--- src/rtl/axi_mem_port_arbiter_if.sv ---
// axi_mem_port_arbiter_if: read-side, write-side and SRAM-side signals of the shared memory port.
interface axi_mem_port_arbiter_if #(
  parameter int MEM_ADDR_WIDTH = 13,
  parameter int DATA_WIDTH     = 64,
  parameter int BE_WIDTH       = DATA_WIDTH/8
);
  logic                      RD_valid_i, RD_grant_o, RD_CEN_i, RD_WEN_i, RD_Q_valid_o;
  logic [MEM_ADDR_WIDTH-1:0] RD_A_i;
  logic [DATA_WIDTH-1:0]     RD_D_i, RD_Q_o;
  logic [BE_WIDTH-1:0]       RD_BE_i;
  logic                      WR_valid_i, WR_grant_o, WR_CEN_i, WR_WEN_i;
  logic [MEM_ADDR_WIDTH-1:0] WR_A_i;
  logic [DATA_WIDTH-1:0]     WR_D_i;
  logic [BE_WIDTH-1:0]       WR_BE_i;
  logic                      MEM_CEN_o, MEM_WEN_o;
  logic [MEM_ADDR_WIDTH-1:0] MEM_A_o;
  logic [DATA_WIDTH-1:0]     MEM_D_o, MEM_Q_i;
  logic [BE_WIDTH-1:0]       MEM_BE_o;
  modport slave (
    input  RD_valid_i, RD_CEN_i, RD_WEN_i, RD_A_i, RD_D_i, RD_BE_i,
    input  WR_valid_i, WR_CEN_i, WR_WEN_i, WR_A_i, WR_D_i, WR_BE_i, MEM_Q_i,
    output RD_grant_o, RD_Q_o, RD_Q_valid_o, WR_grant_o,
    output MEM_CEN_o, MEM_WEN_o, MEM_A_o, MEM_D_o, MEM_BE_o
  );
  modport master (
    output RD_valid_i, RD_CEN_i, RD_WEN_i, RD_A_i, RD_D_i, RD_BE_i,
    output WR_valid_i, WR_CEN_i, WR_WEN_i, WR_A_i, WR_D_i, WR_BE_i, MEM_Q_i,
    input  RD_grant_o, RD_Q_o, RD_Q_valid_o, WR_grant_o,
    input  MEM_CEN_o, MEM_WEN_o, MEM_A_o, MEM_D_o, MEM_BE_o
  );
endinterface

--- src/rtl/axi_mem_port_arbiter.sv ---
// axi_mem_port_arbiter: shares one single-port SRAM between read and write controllers.
module axi_mem_port_arbiter #(
  parameter int MEM_ADDR_WIDTH = 13,
  parameter int DATA_WIDTH     = 64,
  parameter int BE_WIDTH       = DATA_WIDTH/8,
  parameter int MAX_CONSEC     = 4
) (
  input logic clk,
  input logic rst_n,
  axi_mem_port_arbiter_if.slave bus
);
  typedef enum logic {OWN_RD, OWN_WR} owner_e;
  localparam logic [7:0] MAXC = 8'(MAX_CONSEC);
  owner_e     owner_q, owner_d;
  logic [7:0] run_q, run_d;
  logic       rd_pend_q, rd_pend_d;
  logic       both, gnt_rd, gnt_wr, granted;
  assign both    = bus.RD_valid_i & bus.WR_valid_i;
  // Under contention the owner keeps the port until its run reaches the cap.
  assign gnt_rd  = both ? ((run_q < MAXC) == (owner_q == OWN_RD)) : bus.RD_valid_i;
  assign gnt_wr  = both ? ~gnt_rd : bus.WR_valid_i;
  assign granted = gnt_rd | gnt_wr;
  assign bus.RD_grant_o   = gnt_rd;
  assign bus.WR_grant_o   = gnt_wr;
  assign bus.MEM_CEN_o    = gnt_rd ? bus.RD_CEN_i : gnt_wr ? bus.WR_CEN_i : 1'b1;
  assign bus.MEM_WEN_o    = gnt_rd ? bus.RD_WEN_i : gnt_wr ? bus.WR_WEN_i : 1'b1;
  assign bus.MEM_A_o      = gnt_rd ? bus.RD_A_i   : gnt_wr ? bus.WR_A_i   : '0;
  assign bus.MEM_D_o      = gnt_rd ? bus.RD_D_i   : gnt_wr ? bus.WR_D_i   : '0;
  assign bus.MEM_BE_o     = gnt_rd ? bus.RD_BE_i  : gnt_wr ? bus.WR_BE_i  : '0;
  assign bus.RD_Q_o       = bus.MEM_Q_i;
  assign bus.RD_Q_valid_o = rd_pend_q;
  always_comb begin
    owner_d   = owner_q;
    run_d     = 8'd0;
    rd_pend_d = granted & ~bus.MEM_CEN_o & bus.MEM_WEN_o;
    if (granted) begin
      owner_d = gnt_wr ? OWN_WR : OWN_RD;
      run_d   = (owner_d != owner_q) ? 8'd1 : (run_q == 8'hFF) ? run_q : run_q + 8'd1;
    end
  end
  always_ff @(posedge clk or negedge rst_n)
    if (!rst_n) begin
      owner_q   <= OWN_RD;
      run_q     <= 8'd0;
      rd_pend_q <= 1'b0;
    end else begin
      owner_q   <= owner_d;
      run_q     <= run_d;
      rd_pend_q <= rd_pend_d;
    end
endmodule

--- src/flat_wrapper.sv ---
// flat-port wrapper written by rule: the top's interface ports become plain ports
module axi_mem_port_arbiter_flat 
#(
  parameter int MEM_ADDR_WIDTH = 13,
  parameter int DATA_WIDTH     = 64,
  parameter int BE_WIDTH       = DATA_WIDTH/8,
  parameter int MAX_CONSEC     = 4
)
  (clk, rst_n, bus_RD_valid_i, bus_RD_CEN_i, bus_RD_WEN_i, bus_RD_A_i, bus_RD_D_i, bus_RD_BE_i, bus_WR_valid_i, bus_WR_CEN_i, bus_WR_WEN_i, bus_WR_A_i, bus_WR_D_i, bus_WR_BE_i, bus_MEM_Q_i, bus_RD_grant_o, bus_RD_Q_o, bus_RD_Q_valid_o, bus_WR_grant_o, bus_MEM_CEN_o, bus_MEM_WEN_o, bus_MEM_A_o, bus_MEM_D_o, bus_MEM_BE_o);
  axi_mem_port_arbiter_if #(.MEM_ADDR_WIDTH(MEM_ADDR_WIDTH), .DATA_WIDTH(DATA_WIDTH), .BE_WIDTH(BE_WIDTH)) bus_i ();
  input logic clk;
  input logic rst_n;
  input wire logic [$bits(bus_i.RD_valid_i)-1:0] bus_RD_valid_i;
  input wire logic [$bits(bus_i.RD_CEN_i)-1:0] bus_RD_CEN_i;
  input wire logic [$bits(bus_i.RD_WEN_i)-1:0] bus_RD_WEN_i;
  input wire logic [$bits(bus_i.RD_A_i)-1:0] bus_RD_A_i;
  input wire logic [$bits(bus_i.RD_D_i)-1:0] bus_RD_D_i;
  input wire logic [$bits(bus_i.RD_BE_i)-1:0] bus_RD_BE_i;
  input wire logic [$bits(bus_i.WR_valid_i)-1:0] bus_WR_valid_i;
  input wire logic [$bits(bus_i.WR_CEN_i)-1:0] bus_WR_CEN_i;
  input wire logic [$bits(bus_i.WR_WEN_i)-1:0] bus_WR_WEN_i;
  input wire logic [$bits(bus_i.WR_A_i)-1:0] bus_WR_A_i;
  input wire logic [$bits(bus_i.WR_D_i)-1:0] bus_WR_D_i;
  input wire logic [$bits(bus_i.WR_BE_i)-1:0] bus_WR_BE_i;
  input wire logic [$bits(bus_i.MEM_Q_i)-1:0] bus_MEM_Q_i;
  output wire logic [$bits(bus_i.RD_grant_o)-1:0] bus_RD_grant_o;
  output wire logic [$bits(bus_i.RD_Q_o)-1:0] bus_RD_Q_o;
  output wire logic [$bits(bus_i.RD_Q_valid_o)-1:0] bus_RD_Q_valid_o;
  output wire logic [$bits(bus_i.WR_grant_o)-1:0] bus_WR_grant_o;
  output wire logic [$bits(bus_i.MEM_CEN_o)-1:0] bus_MEM_CEN_o;
  output wire logic [$bits(bus_i.MEM_WEN_o)-1:0] bus_MEM_WEN_o;
  output wire logic [$bits(bus_i.MEM_A_o)-1:0] bus_MEM_A_o;
  output wire logic [$bits(bus_i.MEM_D_o)-1:0] bus_MEM_D_o;
  output wire logic [$bits(bus_i.MEM_BE_o)-1:0] bus_MEM_BE_o;
  assign bus_i.RD_valid_i = bus_RD_valid_i;
  assign bus_i.RD_CEN_i = bus_RD_CEN_i;
  assign bus_i.RD_WEN_i = bus_RD_WEN_i;
  assign bus_i.RD_A_i = bus_RD_A_i;
  assign bus_i.RD_D_i = bus_RD_D_i;
  assign bus_i.RD_BE_i = bus_RD_BE_i;
  assign bus_i.WR_valid_i = bus_WR_valid_i;
  assign bus_i.WR_CEN_i = bus_WR_CEN_i;
  assign bus_i.WR_WEN_i = bus_WR_WEN_i;
  assign bus_i.WR_A_i = bus_WR_A_i;
  assign bus_i.WR_D_i = bus_WR_D_i;
  assign bus_i.WR_BE_i = bus_WR_BE_i;
  assign bus_i.MEM_Q_i = bus_MEM_Q_i;
  assign bus_RD_grant_o = bus_i.RD_grant_o;
  assign bus_RD_Q_o = bus_i.RD_Q_o;
  assign bus_RD_Q_valid_o = bus_i.RD_Q_valid_o;
  assign bus_WR_grant_o = bus_i.WR_grant_o;
  assign bus_MEM_CEN_o = bus_i.MEM_CEN_o;
  assign bus_MEM_WEN_o = bus_i.MEM_WEN_o;
  assign bus_MEM_A_o = bus_i.MEM_A_o;
  assign bus_MEM_D_o = bus_i.MEM_D_o;
  assign bus_MEM_BE_o = bus_i.MEM_BE_o;
  axi_mem_port_arbiter #(.MEM_ADDR_WIDTH(MEM_ADDR_WIDTH), .DATA_WIDTH(DATA_WIDTH), .BE_WIDTH(BE_WIDTH), .MAX_CONSEC(MAX_CONSEC)) u_core (.clk(clk), .rst_n(rst_n), .bus(bus_i));
endmodule
--- config.mk ---
export PLATFORM = sky130hd
export DESIGN_NAME = axi_mem_port_arbiter_flat
export DESIGN_NICKNAME = d
export VERILOG_FILES = /design/src/rtl/axi_mem_port_arbiter_if.sv /design/src/rtl/axi_mem_port_arbiter.sv /design/src/flat_wrapper.sv
export SDC_FILE = /design/constraint.sdc
export NUM_CORES = 1
export LEC_CHECK = 0
export ABC_CLOCK_PERIOD_IN_PS = 2200
export CORE_AREA = 8 8 149 151
export CTS_BUF_LIST = sky130_fd_sc_hd__clkbuf_2
export CTS_CLUSTER_DIAMETER = 40
export CTS_CLUSTER_SIZE = 16
export DETAILED_ROUTE_END_ITERATION = 6
export DIE_AREA = 0 0 157 159
export PLACE_DENSITY = 0.53
export SYNTH_ARGS = -nofsm -noshare
export SYNTH_HDL_FRONTEND = slang
export SYNTH_SLANG_ARGS = --single-unit
--- constraint.sdc ---
create_clock -name clk -period 2.2 [get_ports clk]
set_input_delay 0.22 -clock clk [delete_from_list [all_inputs] [get_ports clk]]
set_output_delay 0.22 -clock clk [all_outputs]
set_load 0.005 [all_outputs]
# --- Word-level counts from Yosys, hierarchy flattened ---
# Index checks and enable logic that the tools add are counted.
totals:
  ff_bits: 10
  out_inout_bits: 154
classes:
  n_addsub: 1
  magnitude_cmp: 1
  n_eq_ne: 4
  muxes: 16
  bitwise: 7
ops:
  columns: ["op", "count"]
  rows:
  - ["2-to-1 mux 64 bit", 2]
  - ["2-to-1 mux 8 bit", 5]
  - ["2-to-1 mux 13 bit", 2]
  - ["adder 8 x 1 -> 8 bit, second input constant", 1]
  - ["== test 8 bit, second input constant", 1]
  - ["< comparator 8 x 3 -> 1 bit, second input constant", 1]
  - ["2-to-1 mux 1 bit", 7]
  - ["AND 1 bit", 3]
  - ["inequality test 3 bit, second input constant", 1]
  - ["NOT 1 bit", 3]
  - ["== test 1 bit", 1]
  - ["inequality test 1 bit", 1]
  - ["bitwise OR 1 bit", 1]

# --- Longest topological paths before layout ---
# Gate-level depths: netlist (run 1).
depth:
  word_depth: 10
  depth_mapped: 7

# --- Worst setup path before layout (run 1) ---
# Ideal clock, no wire load.
synth_timing:
  path_kind: "register to output"
  from: "register u_core.owner_q"
  to: "output port bus_MEM_A_o[0]"
  arrival_time_ns: 1.787
  path_slack_ns: 0.193
  stages_incl_launch_ff: 8
  path_buffers: 3
  cell_sequence: "dfrtp_1 buf_2 or4b_1 mux2i_2 nor2_2 buf_6 buf_4 a22o_1"
synth_via:
  elab_chain_len: 7
synth_lines:
  columns: ["element", "line_no", "source"]
  rows:
  - ["start: declaration", "axi_mem_port_arbiter.sv:14", "owner_e owner_q, owner_d;"]
  - ["start signal: assignment", "axi_mem_port_arbiter.sv:47", "owner_q <= owner_d;"]
  - ["NOT 1 bit (*)", "axi_mem_port_arbiter.sv:20", "assign gnt_rd = both ? ((run_q < MAXC) == (owner_q == OWN_RD)) : bus.RD_valid_i;"]
  - ["== test 1 bit (*)", "axi_mem_port_arbiter.sv:20", null]
  - ["2-to-1 mux 1 bit (*)", "axi_mem_port_arbiter.sv:20", null]
  - ["NOT 1 bit", "axi_mem_port_arbiter.sv:21", "assign gnt_wr = both ? ~gnt_rd : bus.WR_valid_i;"]
  - ["2-to-1 mux 1 bit", "axi_mem_port_arbiter.sv:21", null]
  - ["2-to-1 mux 13 bit", "axi_mem_port_arbiter.sv:27", "assign bus.MEM_A_o = gnt_rd ? bus.RD_A_i : gnt_wr ? bus.WR_A_i : '0;"]
  - ["2-to-1 mux 13 bit (*)", "axi_mem_port_arbiter.sv:27", null]
  - ["end: declaration", "flat_wrapper.sv:32", "output wire logic [$bits(bus_i.MEM_A_o)-1:0] bus_MEM_A_o;"]
# Mark *: on every way between the ends. The rest lies on a longest branch, timed or not.

# --- Worst setup path after layout (run 1) ---
layout_timing:
  from: "register u_core.run_q[4]"
  to: "output port bus_MEM_A_o[3]"
layout_via:
  elab_chain_len: 7
layout_lines:
  columns: ["element", "line_no", "source"]
  rows:
  - ["start: declaration", "axi_mem_port_arbiter.sv:15", "logic [7:0] run_q, run_d;"]
  - ["start signal: assignment", "axi_mem_port_arbiter.sv:48", "run_q <= run_d;"]
  - ["< comparator 8 x 3 -> 1 bit (*)", "axi_mem_port_arbiter.sv:20", null]
  - ["== test 1 bit (*)", "axi_mem_port_arbiter.sv:20", null]
  - ["2-to-1 mux 1 bit (*)", "axi_mem_port_arbiter.sv:20", null]
  - ["NOT 1 bit", "axi_mem_port_arbiter.sv:21", null]
  - ["2-to-1 mux 1 bit", "axi_mem_port_arbiter.sv:21", null]
  - ["2-to-1 mux 13 bit", "axi_mem_port_arbiter.sv:27", null]
  - ["2-to-1 mux 13 bit (*)", "axi_mem_port_arbiter.sv:27", null]
# Marked as above.

==> results of run 1 <==
[sequential cells by signal, indices dropped and copies added (netlist names)]
register,flops
u_core.owner_q,1
u_core.run_q,8
u_core.bus.RD_Q_valid_o,1
[worst max path at each step]
stage | end | slack, ns
detailed placement | bus_MEM_D_o[43] | -0.43
global route | bus_MEM_A_o[3] | -0.37
finish | bus_MEM_A_o[3] | -0.23
CTS | bus_WR_grant_o | -0.37
floorplan | bus_MEM_A_o[0] | 0.19
global placement | bus_MEM_D_o[43] | -0.44
[per-layer routing]
| layer | track usage | vias to the layer above | part of all wire |
|---|---|---|---|
| met2 | 0.2022 | 207 | 0.48 |
| met3 | 0.03990 | 39 | 0.11 |
| met5 | 0 | - | 0 |
| li1 | - | 1341 | - |
| met4 | 0.04677 | 0 | 0.034 |
| met1 | 0.1222 | 1363 | 0.38 |
[repair_timing]
action                                  CTS  global route
cloned                                    2            12
buffers inserted                          6             3
endpoints found under the setup margin   89            89
gates resized for setup                 160           177
endpoints found under the hold margin     0             0
pin swaps                                 6            78
[synthesized netlist by cell type]
library cell	n
buf_6	3
buf_4	69
nor2_2	2
a22o_1	85
nor2b_1	1
dfrtp_1	10
clkbuf_2	1
a31o_2	1
nand3_1	4
a211oi_1	3
and2_1	1
and4_1	1
mux2i_2	1
nand4bb_1	1
xnor2_1	2
mux2i_1	3
a32o_1	1
a2bb2oi_1	1
ha_1	1
buf_1	1
nor4_4	1
nor3_1	5
a41o_1	1
nor2_1	11
nor3b_1	1
or4b_1	1
inv_1	1
buf_2	11
a21oi_1	4
nand2_1	7
clkbuf_1	1
a31oi_1	2
o21ai_1	2
nand4_1	1
o21ai_0	3
and3_1	1
nand2b_1	1
or3_1	1
[layout by cell type, fill, tap and decap left out, types with 2 or more instances in the layout]
cell               n
nor2_4             2
a211oi_1           3
buf_16             3
clkbuf_2          39
clkbuf_16          8
diode_2            4
clkdlybuf4s50_1  178
buf_12             5
dfrtp_1           10
o21ai_1            2
buf_2             49
xnor2_1            2
buf_4             19
buf_8              2
a22o_1            85
buf_6              5
a31oi_1            2
nand3_1            4
mux2i_1            3
nor2_1            11
nand2_1            7
a21oi_1            3
o21ai_0            3
nor3_1             5
[cell type report]
type,count,share of cell area
antenna,4,0.002161
clock buffer,3,0.003241
clock inverter,1,0.0008104
inverter,1,0.0008104
multi-input combinational,150,0.2547
sequential,10,0.05402
tap,270,0.07293
timing repair buffer,306,0.6113
[worst max-delay path, cell delays in order, from the launching register on]
cell and delay, ns:
dfrtp_1 0.43, nor4_4 0.33, buf_4 0.19, mux2i_4 0.25, nor2_4 0.09, buf_6 0.15
clkbuf_16 0.16, a22o_1 0.20, buf_6 0.12
[where the power goes]
part	switching [W]	leakage (nW)	internal, W	total, W
sequential	0.0000251	0.133	0.000213	0.000238
clock	0.0000700	0.0141	0.0000394	0.000109
combinational	0.000915	1.87	0.00125	0.00217
total	0.00101	2.02	0.00151	0.00252
[kinds of logic (layout without fill, tap and decap cells)]
kind of cell    Yosys count  count (layout)  synth area share
compound gates          103             103            0.4245
flops                    10              10            0.1232
buf+inv                  87             311            0.3068
xor+xnor                  2               2          0.008628
other cells               0               4                 0
fa+ha+maj                 1               1          0.006160
mux                       4               4           0.02156
simple gates             40              40            0.1091
[metrics by stage]
step / hold WS [ns] / worst slack, ns / util
finish: 0.2508 / -0.2293 / 0.2334
global route: 0.2751 / -0.3691 / 0.2334
CTS: 0.2686 / -0.3687 / 0.2335
detailed placement: 0.4400 / -0.4275 / 0.2334
global placement: 0.4400 / -0.4400 / 0.2334
floorplan: -0.07559 / 0.1930 / -
==> results.md, run 1 <==
* Yosys warning count at 0
* Gp weighted congestion at ~0.87
* Chip width at 157 um
* Half-perimeter wire length after placement at roughly 13,000 um
* DRT iter0 DRCs at around 110
* Final std cells w/o fill at ~750
* Synth top area share at 0.3666
* Crit share post-route at 1.104
* Initial core utilization at 0.1023
* Final setup margin at -0.2293 ns
* Cells after DPL at between 700 and 800
* Clk_skew at ~0.013 ns
* H-Tree Depth at 1
* Clk_lat worst skew at 0.28 ns
* Seq/Total Area, Yosys at 0.1232
* CP max FO at 7
* Multi-input logic area at 1180 sq um
* Port buffer count at roughly 270
* PD cells at between 500 and 600 nW/um^2
* Worst Setup SP: u_core.run_q[4]
* CTS Buf Count at 3
* Setup tns final at -13.56 ns
* Vias in the first global route at approximately 3,100
* Ports at between 300 and 400
* Die Area at 24,960 sq um
* CP Class: register to output pin
* CTS Buffer Depth at 2
* Hold Crit Class: input pin to async pin
* Routed len/inst at around 23 um
* Gr usage total at 0.1149
* Mapped Avg Cell Area at just over 8 sq um
* DRC at 0
* RSZ-0062 raised after global routing: yes
* Register area at about 250 sq um
* Headroom to the max-slew limit at 0.6837
* R2R setup slack at 0.21 ns
* Max-slew violation count at 0
* Total congestion overflow at 0
* Clock slew at reported path FFs at 0.11 ns
* Cell area after layout at roughly 4600 sq um
* Synth-to-layout area growth at 128.1%
* Required time worst endpoint at ~2.0 ns
* Worst R2R Start: u_core.run_q[4]
* Yosys cell types at 38
* Clock sinks at 10
* Die height at 159 um
* First-pass GRT wire length at about 22,000 um
* Fillers at about 2,200
* Via/cell ratio at about 4.0
* Tmin final at between 2 and 2.5 ns
* Failing checks: negative setup slack
* Hold_buf cts at 0
* LEAKAGE at 2.017 nW
* Syn Nets at between 400 and 500
* WP data arrival at between 2 and 2.5 ns
* Placement Cell Area at approximately 4600 sq um
* Crit end category: output pin
* Routed vias at a little under 3,000
* Max Fclk at about 400 MHz
* Initial antenna violation count at 6
* Core region area at 19,840 sq um
* Total power at between 0.002 and 0.003 W
* CTS Root Cell: clkbuf_2
* Aggregate routed wire length at 17,330 um
* Pre-Repair DR Iteration Count at 4
* MaxCap Viol Count at 0
* Yosys top cell by area: a22o_1
* Placement row count at 52
* Worst slew pin tran at approximately 0.47 ns
* Post-DRT Antenna Nets at 0
* Count of final hold-check violations at 0
* CP Launch Type: register
* Setup violators final at 86
* Cell Area, Synth at about 2000 sq um
* Yosys reg bits at 10
* Outcome: finished, violations left
* Post-synthesis cell count at about 250
* Top cells by area, synth: a22o_1, buf_4, dfrtp_1, buf_2, nor2_1
* Layout Nets at 715
* Worst Reg-to-Reg Cells at 8
* Largest net degree at the start of global routing at 31
* Fraction of layout cells with a size suffix above 1 at 0.2887
* Worst vdd ir at 0.2686 mV
* CTS tree: done
* R2R Path End: u_core.bus.RD_Q_valid_o
(Power assumes the default switching activity.)
==> run 2: changes to the inputs <==
Settings changed: ABC_CLOCK_PERIOD_IN_PS 2200 to 2000, CORE_AREA 8 8 149 151 to 8 8 148 150, CTS_CLUSTER_SIZE 16 to unset, DIE_AREA 0 0 157 159 to 0 0 156 158, PLACE_DENSITY 0.53 to 0.56.
Clock period 2.2 ns to 2 ns, I/O delays scaled along.
==> run 2 against run 1 <==
The run still ends with negative setup slack left. Critical path type unchanged. Via count fell by 2.2%. First-iteration DRC count increased by 32%. Cell area grew 0.24%. Count of clock-buffer cells in the layout unchanged. Sequential power rose by 11%. Sequential cell count did not move. Critical endpoint is now bus_MEM_D_o[39]. Hold slack better by 0.0089 ns. Combinational power increased by 11%. Worst setup slack got worse by 0.23 ns. Global-route usage is 0.19 points lower.
==> results.md, run 2 (same netlist as run 1, synthesis figures left out) <==
* Routed len/inst at 21.61 um (was 23.26 um)
* Setup violators final at 89 (was 86)
* RSZ-0062 raised after global routing: yes (unchanged)
* Largest Register: u_core.run_q (unchanged)
* Count of final hold-check violations at 0 (unchanged)
* Hold_buf cts at 0 (unchanged)
* Outcome: finished, violations left (unchanged)
* CTS Buffer Depth at 2 (unchanged)
* Die Area at 24,650 sq um (was 24,960 sq um)
* First-pass GRT wire length at 20,710 um (was 21,780 um)
* Clock sinks at 10 (unchanged)
* Headroom to the max-slew limit at 0.6790 (was 0.6837)
* Total congestion overflow at 0 (unchanged)
* CP Class: register to output pin (unchanged)
* R2R setup slack at 0.05 ns (was 0.21 ns)
* Core region area at 19,710 sq um (was 19,840 sq um)
* Ports at 396 (unchanged)
* Placement Cell Area at 4632 sq um (unchanged)
* LEAKAGE at 2.019 nW (was 2.017 nW)
* Final setup margin at -0.4594 ns (was -0.2293 ns)
* Hold Crit Class: input pin to async pin (unchanged)
* Routed vias at 2,884 (was 2,950)
* Max incr delay on CP at 0.41 ns (was 0.43 ns)
* Post-DRT Antenna Nets at 0 (unchanged)
* Cells after DPL at 718 (unchanged)
* Placement row count at 52 (unchanged)
* CP delay by family, top: buffers and inverters (unchanged)
* DRC at 0 (unchanged)
* Largest net degree at the start of global routing at 26 (was 31)
* Crit share post-route at 1.230
* Commonest non-fill, non-tap cells in the layout: clkdlybuf4s50_1, a22o_1, buf_2 (unchanged)
* Clk_skew at 0.01317 ns (was 0.01350 ns)
* Via/cell ratio at 3.876 (was 3.960)
* Port buffer count at 267 (unchanged)
* Initial antenna violation count at 2 (was 6)
* PD cells at 600.3 nW/um^2 (was 543.3 nW/um^2)
* Half-perimeter wire length after placement at 11,660 um (was 12,770 um)
* Vias in the first global route at 3,080 (was 3,139)
* Crit-path slowest cell: dfrtp_1 (unchanged)
* Pre-Repair DR Iteration Count at 4 (unchanged)
* Worst slew pin tran at 0.4800 ns (was 0.4729 ns)
* Initial core utilization at 0.1030 (was 0.1023)
* Max Fclk at ~400 MHz
* Gr usage total at 0.1130 (was 0.1149)
* Clk_lat worst skew at 0.25 ns (was 0.28 ns)
* Gp weighted congestion at 0.7692 (was 0.8707)
* Fillers at 2,182 (was 2,204)
* Tmin final at between 2 and 2.5 ns
* DRT iter0 DRCs at 146 (was 111)
* Worst-path cell chain: nor4_4 -> mux2i_1 -> buf_4 -> nor2_4 -> buf_6 -> buf_16 -> buf_12 -> a22o_1 -> buf_2 (was nor4_4 -> buf_4 -> mux2i_4 -> nor2_4 -> buf_6 -> clkbuf_16 -> a22o_1 -> buf_6)
* Required time worst endpoint at 1.80 ns (was 1.98 ns)
* Largest register FFs at 8 (unchanged)
* Fraction of layout cells with a size suffix above 1 at 0.3002 (was 0.2887)
* CP max FO at 7 (unchanged)
* MaxCap Viol Count at 0 (unchanged)
* CTS Buf Count at 3 (unchanged)
* Chip width at 156 um (was 157 um)
* Commonest non-fill, non-tap cell in the layout: clkdlybuf4s50_1 (unchanged)
* CP Launch Type: register (unchanged)
* Crit end category: output pin (unchanged)
* Failing checks: negative setup slack (unchanged)
* Worst vdd ir at 0.2887 mV (was 0.2686 mV)
* Layout Nets at 718 (was 715)
* Clock slew at reported path FFs at 0.11 ns (about the same)
* Die height at 158 um (was 159 um)
* Max-slew violation count at 0 (unchanged)
* Final std cells w/o fill at 744 (was 745)
* CTS tree: done (unchanged)
* Synth-to-layout area growth at 128.7% (was 128.1%)
* CP bufs+invs at 5 (was 4)
* Aggregate routed wire length at 16,080 um (was 17,330 um)
* CTS Root Cell: clkbuf_2 (unchanged)
* H-Tree Depth at 1 (unchanged)
* WP data arrival at 2.26 ns (was 2.21 ns)
* Cell area after layout at 4643 sq um (was 4632 sq um)
## run 2: changes by cell type in the layout (fill, tap and decap cells not counted), moves of 2 or more
cell       delta
a22o_1        -3
a22o_4        +3
buf_2         +5
buf_4         +2
buf_6         +2
buf_8         +2
clkbuf_16     -5
clkbuf_2      -6
diode_2       -3
## run 2: metal layers
metal	routed length, um	GRT usage
met1	6380	0.1359
met2	7598	0.1821
met3	1364	0.03276
met4	717	0.05407
met5	13	0
## run 2: power breakdown
group	total (W)	switching, W	leakage, nW	internal, W
Sequential	0.000265	0.0000307	0.133	0.000234
Clock	0.000109	0.0000681	0.0125	0.0000409
Combinational	0.00241	0.00102	1.87	0.00139
## run 2: layout make-up
cell class,count,area (sq um),share of cell area
timing repair buffer,309,2823,0.6079
antenna,1,2.502,0.0005389
sequential,10,250.2,0.05389
clock buffer,3,15.01,0.003234
inverter,1,3.754,0.0008084
tap,270,337.8,0.07276
multi-input combinational,150,1211,0.2608
## run 2: stage by stage
stage / worst slack [ns] / hold WS [ns] / total power [W] / util / setup TNS, ns
2_1_floorplan: 0.01296 / -0.09559 / 0.001239 / - / 0
3_3_place_gp: -0.5978 / 0.4000 / 0.002545 / 0.2350 / -46.42
3_5_place_dp: -0.5969 / 0.4000 / 0.002538 / 0.2350 / -47.07
4_1_cts: -0.5602 / 0.2788 / 0.002850 / 0.2425 / -38.30
5_1_grt: -0.5752 / 0.2840 / 0.003017 / 0.2355 / -40.25
6_report: -0.4594 / 0.2597 / 0.002788 / 0.2355 / -29.32
## run 2: what timing repair did
action                                  in CTS  in global routing
gates resized for setup                    297                 60
gates cloned                                 7                  3
endpoints found under the setup margin      89                 90
hold endpoints to repair                     0                  0
pin swaps                                   14                 15
buffers inserted                            16                  3
## run 2: final timing paths
kind,startpoint,end,cells after the start
max reg2reg,u_core.run_q[4],u_core.bus.RD_Q_valid_o,7
max in group asynchronous,rst_n,u_core.run_q[4],1
max,u_core.run_q[4],bus_MEM_D_o[39],9
min in group clk,bus_MEM_Q_i[14],bus_RD_Q_o[14],0
min,rst_n,u_core.run_q[1],1
min reg2reg,u_core.run_q[1],u_core.run_q[1],2
